**src/rtl/rvga_line_fill_pkg.sv**
```systemverilog
// Shared types for the rvga line-fill initiator: FSM state encoding and word size.
package rvga_line_fill_pkg;

  typedef enum logic [1:0] {
    e_fill_idle,
    e_fill_wb,
    e_fill_fill,
    e_fill_done
  } rvga_fill_state_e;

  localparam int rvga_word_bytes_gp = 4;

endpackage

```
**src/rtl/rvga_line_fill.sv**
```systemverilog
// Cache-miss engine on the rvga word interface: optional victim writeback, then a
// one-word-per-transfer fill of the missing line, finished by a one-cycle done pulse.
module rvga_line_fill
  import rvga_line_fill_pkg::*;
#(
  parameter int words_per_line_p = 4,
  parameter int debug_p          = 0
) (
  input  logic                            clk_i,
  input  logic                            rst_i,
  input  logic                            start_v_i,
  input  logic                            wb_en_i,
  input  logic [31:0]                     fill_addr_i,
  input  logic [31:0]                     victim_addr_i,
  input  logic [32*words_per_line_p-1:0]  victim_line_i,
  output logic                            ready_o,
  output logic                            done_v_o,
  output logic [32*words_per_line_p-1:0]  line_o,
  output logic                            r_v_o,
  output logic                            w_v_o,
  output logic [31:0]                     addr_o,
  output logic [31:0]                     data_o,
  input  logic [31:0]                     data_i,
  input  logic                            resp_v_i
);

  localparam int cnt_w_lp = $clog2(words_per_line_p);
  localparam int line_w_lp = 32 * words_per_line_p;
  localparam logic [31:0] base_mask_lp =
    ~(32'(rvga_word_bytes_gp * words_per_line_p) - 32'd1);
  localparam logic [cnt_w_lp-1:0] last_cnt_lp = cnt_w_lp'(words_per_line_p - 1);

  // Tracing is a simulation-only wrapper concern; here we only reject bad values.
  if (words_per_line_p < 2 || (words_per_line_p & (words_per_line_p - 1)) != 0 ||
      debug_p < 0 || debug_p > 1) begin : g_bad_params
    $error("rvga_line_fill: unsupported parameter values");
  end

  rvga_fill_state_e      state_r;
  logic [cnt_w_lp-1:0]   cnt_r;
  logic [31:0]           fbase_r;
  logic [31:0]           vbase_r;
  logic [line_w_lp-1:0]  victim_r;
  logic [line_w_lp-1:0]  line_r;

  logic                  last_word;
  logic [31:0]           word_off;
  logic [31:0]           victim_word;

  assign last_word   = (cnt_r == last_cnt_lp);
  assign word_off    = 32'({cnt_r, 2'b00});
  assign victim_word = victim_r[32*cnt_r +: 32];

  // Request lines decode only registered state so a same-cycle responder cannot loop back.
  always_comb begin
    r_v_o  = 1'b0;
    w_v_o  = 1'b0;
    addr_o = '0;
    data_o = '0;
    case (state_r)
      e_fill_wb: begin
        w_v_o  = 1'b1;
        addr_o = vbase_r | word_off;
        data_o = victim_word;
      end
      e_fill_fill: begin
        r_v_o  = 1'b1;
        addr_o = fbase_r | word_off;
      end
      default: ;
    endcase
  end

  assign ready_o  = (state_r == e_fill_idle);
  assign done_v_o = (state_r == e_fill_done);
  assign line_o   = line_r;

  always_ff @(posedge clk_i or posedge rst_i) begin
    if (rst_i) begin
      state_r  <= e_fill_idle;
      cnt_r    <= '0;
      fbase_r  <= '0;
      vbase_r  <= '0;
      victim_r <= '0;
      line_r   <= '0;
    end else begin
      case (state_r)
        e_fill_idle: begin
          if (start_v_i) begin
            fbase_r  <= fill_addr_i & base_mask_lp;
            vbase_r  <= victim_addr_i & base_mask_lp;
            victim_r <= victim_line_i;
            cnt_r    <= '0;
            state_r  <= wb_en_i ? e_fill_wb : e_fill_fill;
          end
        end
        e_fill_wb: begin
          if (resp_v_i) begin
            if (last_word) begin
              cnt_r   <= '0;
              state_r <= e_fill_fill;
            end else begin
              cnt_r <= cnt_r + cnt_w_lp'(1);
            end
          end
        end
        e_fill_fill: begin
          if (resp_v_i) begin
            line_r[32*cnt_r +: 32] <= data_i;
            if (last_word) begin
              cnt_r   <= '0;
              state_r <= e_fill_done;
            end else begin
              cnt_r <= cnt_r + cnt_w_lp'(1);
            end
          end
        end
        default: begin
          state_r <= e_fill_idle;
        end
      endcase
    end
  end

endmodule

```
**config.mk**
```make
export PLATFORM = sky130hd
export DESIGN_NAME = rvga_line_fill
export DESIGN_NICKNAME = d
export VERILOG_FILES = /design/src/rtl/rvga_line_fill_pkg.sv /design/src/rtl/rvga_line_fill.sv
export SDC_FILE = /design/constraint.sdc
export NUM_CORES = 1
export LEC_CHECK = 0
export BUFFER_PORTS_ARGS = -buffer_cell sky130_fd_sc_hd__clkbuf_2
export CORE_MARGIN = 5
export CORE_UTILIZATION = 51
export DETAILED_ROUTE_END_ITERATION = 7
export PLACE_DENSITY = 0.8
export SYNTH_ARGS = -nofsm -noshare
export SYNTH_HDL_FRONTEND = slang
export SYNTH_SLANG_ARGS = --single-unit
export TNS_END_PERCENT = 1
```
**constraint.sdc**
```tcl
create_clock -name clk_i -period 13.4 [get_ports clk_i]
set_clock_uncertainty 0.2 [all_clocks]
set_input_delay 0.67 -clock clk_i [delete_from_list [all_inputs] [get_ports clk_i]]
set_output_delay 0.67 -clock clk_i [all_outputs]
set_load 0.01 [all_outputs]
```
[Word level (Yosys, flattened, before mapping)]
Cells that the tools add are included.
Word-level totals
  bits in latches: 0
  input bits: 229
  output and inout bits: 196
  RAM bits: 0
  memories: 0
  bits in read-only memories: 0
  register bits: 316
Operators by class
  reduce and logical (&&, ||, !) cells: 7
  div/mod/pow operators: 0
  magnitude comparators: 0
  bitwise operators: 2
  multiply operators: 0
  $add $sub $neg: 2
  shifts and indexed selects: 3
  multiplexer cells: 16
  equality and inequality tests: 10
Operator list (count)
  $bwmux 128: 1
  $shift 32x34->128 const A: 1
  $shiftx 128x8->32: 1
  $shiftx 32x34->128: 1
  $or 32x4->32: 2
  $pmux 32 s2: 1
  $neg 7->34: 1
  $mux 32: 1
  $mux 2: 9
  $ne 2x2->1 const B: 5
  $eq 2x2->1 const B: 3
  $pmux 2 s3: 1
  $reduce_and 5->1: 1
  $pmux 2 s2: 1
  $reduce_and 2->1: 2
  $reduce_and 3->1: 1
  $add 2x1->2 const B: 1
  $eq 2x1->1 const B: 1
  $logic_not 2->1: 1
  $mux 1: 2
  $ne 2x1->1 const B: 1
  $reduce_bool 2->1: 1
  $reduce_or 2->1: 1

[Logic depth before layout (Yosys ltp)]
Gate-level depths: netlist of run 1.
  depth in word-level cells: 4
  depth in mapped cells: 8
  mapped depth without buffers: 5

[Worst setup path before layout of run 1]
OpenSTA, ideal clock, no wires.
  kind: reg2reg
  start: reg cnt_r[1]
  end: reg line_r[84] (netlist: line_o[84])
  arrival: 2.408 ns
  path buffers: 3
  data required time: 13.134 ns
  path slack: 10.725 ns
  cell stages (with the launch flop): 9
  setup time: 0.066 ns
  cell sequence: dfrtp_1 clkbuf_1 buf_1 inv_1 ha_1 nand4b_1 nor4b_4 buf_2 a22o_1
Between the ends
  word-level cells in the longest chain between the ends: 3
  elaborated cells between the ends (all ways): 4
  classes of those cells: 1 x add/sub; 2 x shift; 1 x mux
Ends and longest elaborated chain
  start, declared: RTL line rvga_line_fill.sv:40  | logic [cnt_w_lp-1:0] cnt_r;
  start signal, assigned: RTL line rvga_line_fill.sv:103  | cnt_r <= cnt_r + cnt_w_lp'(1);
  start signal, assigned: RTL line rvga_line_fill.sv:114  | cnt_r <= cnt_r + cnt_w_lp'(1);
  $neg 7->34 (*): RTL line rvga_line_fill.sv:109  | line_r[32*cnt_r +: 32] <= data_i;
  $shiftx 32x34->128 or $shift 32x34->128 (tied branches): RTL line rvga_line_fill.sv:109
  $bwmux 128 (*): RTL line rvga_line_fill.sv:109
  end signal, assigned by index: RTL line rvga_line_fill.sv:109
  end, declared: RTL line rvga_line_fill.sv:44  | logic [line_w_lp-1:0] line_r;
Mark *: on every way between the ends. The rest lies on a longest branch, timed or not.
A chain may end at the register's enable or synchronous reset.

[Final worst setup path of run 1]
  start: reg state_r[1]
  end: reg victim_r[49]
Between the ends
  word-level cells in the longest chain between the ends: 2
Ends and longest elaborated chain
  start, declared: RTL line rvga_line_fill.sv:39  | rvga_fill_state_e state_r;
  start signal, assigned: RTL line rvga_line_fill.sv:80  | state_r <= e_fill_idle;
  start signal, assigned: RTL line rvga_line_fill.sv:94  | state_r <= wb_en_i ? e_fill_wb : e_fill_fill;
  start signal, assigned: RTL line rvga_line_fill.sv:101  | state_r <= e_fill_fill;
  $logic_not 2->1: RTL line rvga_line_fill.sv:87  | case (state_r)
  $reduce_and 2->1 (no source line)
  end signal, assigned: RTL line rvga_line_fill.sv:92  | victim_r <= victim_line_i;
  end, declared: RTL line rvga_line_fill.sv:43  | logic [line_w_lp-1:0] victim_r;
Every way passes these cells.

==> results.json, run 1 <==
{
  "period_needed_ns": 3.795,
  "io-pin-count": 425,
  "setup_tns_ns": 0,
  "hold_viol": 0,
  "fp-row-count": 58,
  "drtPass1Iterations": 5,
  "max_freq_mhz": 263.5,
  "setup_viol": 0,
  "ctsHoldBuffers": 0,
  "wl_um": 35850,
  "dr.first_iter.drc_count": 595,
  "path_max_fanout": 75,
  "cts_tree": "yes",
  "htree_levels": 2,
  "cap_violations": 0,
  "yosys_register_bits": 316,
  "worst_pin_slew_ns": 1.164,
  "worst_hold_slack_ns": 0.1512,
  "portBuffers": 414,
  "yosysTopAreaCellShare_pct": 60.35,
  "maxSlewHeadroom_pct": 22.29,
  "required_ns": 13.57,
  "layout-drive-gt1-share_pct": 54.97,
  "cts_buffer_depth": 3,
  "gr-total-overflow": 0,
  "hp-class": "primary input to async pin",
  "dieHeight_um": 170.3,
  "critPathKind": "flip-flop to flip-flop",
  "endpoint_kind": "flip-flop",
  "drt-wirelength-per-cell_um": 22.16,
  "grt_pass1_wl_um": 55140,
  "track_usage_pct": 24.03,
  "numCtsBuffers": 34,
  "reg2reg_to": "victim_r[49]",
  "power_mw": 3.875,
  "p_per_area_nw_per_um2": 232.9,
  "areaGrowthSynthToFinish_pct": 26.98,
  "synth.distinct_cells": 27,
  "die_area_sq_um": 29000,
  "final_util_pct": 65.89,
  "diodes": 0,
  "ff2ff_setup_slack_ns": 9.60,
  "antenna_found_initial": 1,
  "netlist_area_sq_um": 13100,
  "yosys_warnings": 0,
  "place_congestion": 0.8236,
  "grt_max_degree": 183,
  "num_vias": 9282,
  "r2r.worst_path.cells": 6,
  "yosysTopAreaCell": "dfrtp_1",
  "cp.arrival_ns": 3.96,
  "clk_latency_ns": 0.50,
  "yosysSeqAreaShare_pct": 60.35,
  "p_leak_nw": 8.256,
  "vdd_ir_drop_max_mv": 0.1472,
  "clock_sink_count": 316,
  "post-route-drc-count": 0,
  "rsz0062_at_grt": "false",
  "clkTransAtPathRegs_ns": 0.06,
  "syn_avg_cell_area_sq_um": 15.10,
  "via_per_inst": 5.737,
  "synth.area.top_cells": "dfrtp_1, mux2_2, a22o_1",
  "start_util_pct": 51.89,
  "final_design_area_no_fill_sq_um": 16640,
  "cts_resized": 0,
  "core-area_sq_um": 25250,
  "clock-root-buffer": "clkbuf_16",
  "finalCritPeriodShare_pct": 28.32,
  "detail-route-antenna-nets": 0,
  "chipWidth_um": 170.3,
  "synthCells": 868,
  "maxSlewViolCount": 0,
  "critPathLaunchType": "flip-flop",
  "cts_setup_buffers": 0,
  "status": "finished, final reports clean",
  "r2r-start": "state_r[1]",
  "placed_area_sq_um": 15410,
  "dp_hpwl_um": 24390,
  "nets": 1506,
  "grt_pass1_vias": 9930
}
[cell type report]
class,count,area [sq um]
fill,1842,8615
sequential,316,7910
multi-input combinational,479,4863
timing repair buffer,428,2190
clock buffer,51,1059
tap,330,412.9
clock inverter,8,175.2
inverter,6,30.03
[placed cells by master, fill, tap and decap left out, drive strengths merged]
master / netlist / layout
a21oi: 1 / 1
a22o: 128 / 128
a22oi: 28 / 28
a31oi: 2 / 2
and2: 32 / 32
buf: 39 / 14
bufinv: 0 / 5
clkbuf: 29 / 465
clkinv: 0 / 1
clkinvlp: 0 / 1
conb: 1 / 2
dfrtp: 316 / 316
ha: 12 / 12
inv: 6 / 7
mux2: 186 / 186
mux2i: 1 / 1
mux4: 32 / 32
nand2: 3 / 3
nand2b: 2 / 2
nand3: 4 / 4
nand3b: 1 / 1
nand4b: 1 / 1
nor2: 32 / 32
nor2b: 2 / 2
nor3: 2 / 2
nor4b: 4 / 4
o21ai: 3 / 3
o221ai: 1 / 1
[synthesized netlist by cell type (all sizes together)]
master,number
ha,12
a31oi,2
and2,32
buf,39
a22o,128
o21ai,3
dfrtp,316
nand4b,1
mux2,186
mux2i,1
a22oi,28
nor2,32
inv,6
clkbuf,29
nand2b,2
nor2b,2
nor3,2
conb,1
nand3,4
nor4b,4
o221ai,1
nand3b,1
mux4,32
nand2,3
a21oi,1
[sequential cells by signal (all words and copies together) (netlist names)]
signal,flops
cnt_r,2
line_o,128
state_r,2
victim_r,128
vbase_r,28
fbase_r,28
[per-layer routing]
metal | global-route usage, % | up-vias | wire length [um]
met3 | 8.037 | 108 | 3822
met4 | 10.03 | 2 | 1542
met2 | 40.03 | 520 | 17630
met1 | 28.81 | 4631 | 12840
met5 | 0 | - | 20
li1 | - | 4021 | -
[cell families (layout without fill, tap and decap cells)]
group                    Yosys count  count (layout)  share of synthesized area [%]
buffers and inverters             74             493                          2.645
AO/OA/AOI/OAI                    163             163                          10.47
multiplexers                     219             219                          21.56
flip-flops                       316             316                          60.35
adder cells (fa/ha/maj)           12              12                          1.146
other                              1               2                        0.02862
AND/OR/NAND/NOR                   83              83                          3.800
[power breakdown]
group / internal [mW] / switching, mW / leakage, nW
clock: 0.643 / 0.371 / 0.600
combinational: 0.704 / 0.610 / 3.67
sequential: 1.33 / 0.218 / 3.98
total: 2.68 / 1.20 / 8.26
[worst max-delay path by stage]
stage,from,endpoint,slack (ns),depth (start not counted)
final,state_r[1],victim_r[49],9.60,6
after global placement,state_r[0],victim_r[75],9.68,6
after global routing,state_r[1],victim_r[81],9.40,6
after detailed placement,state_r[0],victim_r[115],9.63,6
after CTS,state_r[0],victim_r[53],9.62,6
after floorplan,rst_i,cnt_r[0],3.79,1
[worst max-delay path, cell delays in order, from the launching register on]
cell and delay, ns:
dfrtp_1 0.47, inv_1 0.12, ha_1 0.30, nand2_4 0.42
buf_4 0.83, buf_4 0.84, mux2_2 0.42
[through the flow]
| step | std cells | setup WS (ns) |
|---|---|---|
| after floorplan | 869 | 3.787 |
| after global placement | 1559 | 9.678 |
| after detailed placement | 1559 | 9.632 |
| after CTS | 1618 | 9.618 |
| after global routing | 1618 | 9.397 |
| final | 1618 | 9.605 |
(Power assumes the default switching activity.)
==> run 2, diff against run 1 <==
- CORE_UTILIZATION: 51 -> 46
- PLACE_DENSITY: 0.8 -> 0.76
- clock period: 13.4 -> 3.05 ns (I/O delays scaled with it)
==> results.json, run 2 (synthesis results as in run 1) <==
{
  "grt_pass1_vias": 11780,
  "critPathLaunchType": "flip-flop",
  "hold_viol": 0,
  "grt_pass1_wl_um": 66460,
  "worst_hold_slack_ns": 0.1463,
  "startpoint": "cnt_r[0]",
  "placed_area_sq_um": 15680,
  "maxSlewViolCount": 0,
  "critPathKind": "flip-flop to primary output",
  "required_ns": 2.70,
  "p_sw_mw": 5.762,
  "cp.arrival_ns": 2.19,
  "cts_buffer_depth": 3,
  "seqPwrFrac_pct": 39.7,
  "max_freq_mhz": 393.6,
  "rsz0062_at_grt": "false",
  "setup_viol": 0,
  "vdd_ir_drop_max_mv": 0.6519,
  "worst_pin_slew_ns": 0.7812,
  "final_design_area_no_fill_sq_um": 18980,
  "core-area_sq_um": 27930,
  "wl_um": 43080,
  "drtPass1Iterations": 4,
  "final_cell_mix": "clkbuf_2, dfrtp_1, dlygate4sd3_1",
  "fillers": 1797,
  "gr-total-overflow": 0,
  "cap_violations": 0,
  "fp-row-count": 61,
  "setup_tns_ns": 0,
  "cts_setup_buffers": 0,
  "drt-wirelength-per-cell_um": 22.59,
  "die_area_sq_um": 31960,
  "finalCritPeriodShare_pct": 83.29,
  "maxSlewHeadroom_pct": 47.81,
  "start_util_pct": 46.91,
  "status": "finished, final reports clean",
  "detail-route-antenna-nets": 0,
  "clkTransAtPathRegs_ns": 0.07,
  "portBuffers": 414,
  "nets": 1743,
  "clock_sink_count": 316,
  "place_congestion": 0.7849,
  "power_mw": 17.38,
  "dp_hpwl_um": 25580,
  "dr.first_iter.drc_count": 527,
  "sw_frac_of_total_pct": 33.15,
  "comb_power_share_pct": 37.1,
  "clock-root-buffer": "clkbuf_16",
  "path_max_fanout": 40,
  "endpoint_kind": "primary output",
  "p_per_area_nw_per_um2": 915.6,
  "cts_tree": "yes",
  "grt_max_degree": 75,
  "post-route-drc-count": 0,
  "via_per_inst": 5.560,
  "period_needed_ns": 2.540,
  "io-pin-count": 425,
  "antenna_found_initial": 3,
  "num_vias": 10600,
  "layout-drive-gt1-share_pct": 47.54,
  "p_leak_nw": 9.224,
  "track_usage_pct": 26.63,
  "areaGrowthSynthToFinish_pct": 44.87,
  "chipWidth_um": 178.8,
  "hp-class": "primary input to async pin",
  "r2r-start": "state_r[0]",
  "htree_levels": 2,
  "clk_latency_ns": 0.50,
  "final_common_cell": "clkbuf_2",
  "p_int_mw": 11.62,
  "clock_power_share_pct": 23.2,
  "dieHeight_um": 178.8,
  "numCtsBuffers": 35
}
## run 2: changes by cell type in the layout (fill, tap and decap cells not counted)
cell,previous run,this run
clkinvlp_4,1,3
bufinv_16,5,1
clkinv_4,1,0
inv_8,1,0
diode_2,0,4
clkinv_2,0,8
clkbuf_16,37,35
buf_12,1,9
clkbuf_8,8,7
dlygate4sd3_1,0,220
buf_4,13,21
## run 2: layer usage
layer  track usage (%)  part of all wire, %  wire (um)  up-vias
met5                 0                    0          0        -
met4             12.92                  4.6       1963        0
met3             7.128                  8.8       3804      140
met2             45.45                   50      21680      615
met1             31.18                   36      15630     5338
li1                  -                    -          -     4509
## run 2: timing repair
item | 4_1_cts | 5_1_grt
hold buffers | 220 | 0
hold endpoints to repair | 337 | 0
endpoints found under the setup margin | 0 | 0
gates resized for setup | 0 | 0
## run 2: layout make-up
cell class | count | area, sq um | area share [%]
sequential | 316 | 7910 | 41.67
multi-input combinational | 479 | 4863 | 25.62
timing repair buffer | 664 | 4612 | 24.29
clock buffer | 48 | 994.7 | 5.240
tap | 378 | 473.0 | 2.491
clock inverter | 12 | 93.84 | 0.4943
inverter | 6 | 26.28 | 0.1384
antenna | 4 | 10.01 | 0.05273
## run 2: path summary, 6_finish.rpt
check | endpoint | slack [ns] | depth (start not counted)
setup / recovery | data_o[18] | 0.51 | 4
hold / removal | victim_r[78] | 0.15 | 3
setup reg to reg | line_o[61] | 0.62 | 6
hold reg to reg | line_o[89] | 0.30 | 1
max in group asynchronous | line_o[36] | 1.58 | 4
min in group clk_i | victim_r[60] | 0.22 | 3
## run 2: worst max-delay path, cell delays in order, from the launching register on
cell and delay [ns]:
dfrtp_2 0.38, buf_12 0.30, mux4_2 0.60, and2_1 0.21, clkbuf_2 0.14
## run 2: through the flow
step	utilization, %	instances	worst slack, ns
2_1_floorplan	-	869	-1.513
5_1_grt	67.95	1906	0.4037
3_3_place_gp	56.14	1623	0.7609
6_report	67.96	1907	0.5096
3_5_place_dp	56.14	1623	0.6939
4_1_cts	67.92	1903	0.5357
## run 2: power by group through the flow
stage	sequential, mW	combinational [mW]	clock [mW]
after floorplan	6.67	4.05	0
after global placement	6.70	5.89	0
after detailed placement	6.80	6.04	0
after CTS	6.75	6.32	4.09
after global routing	7.03	6.93	4.29
final	6.90	6.45	4.03
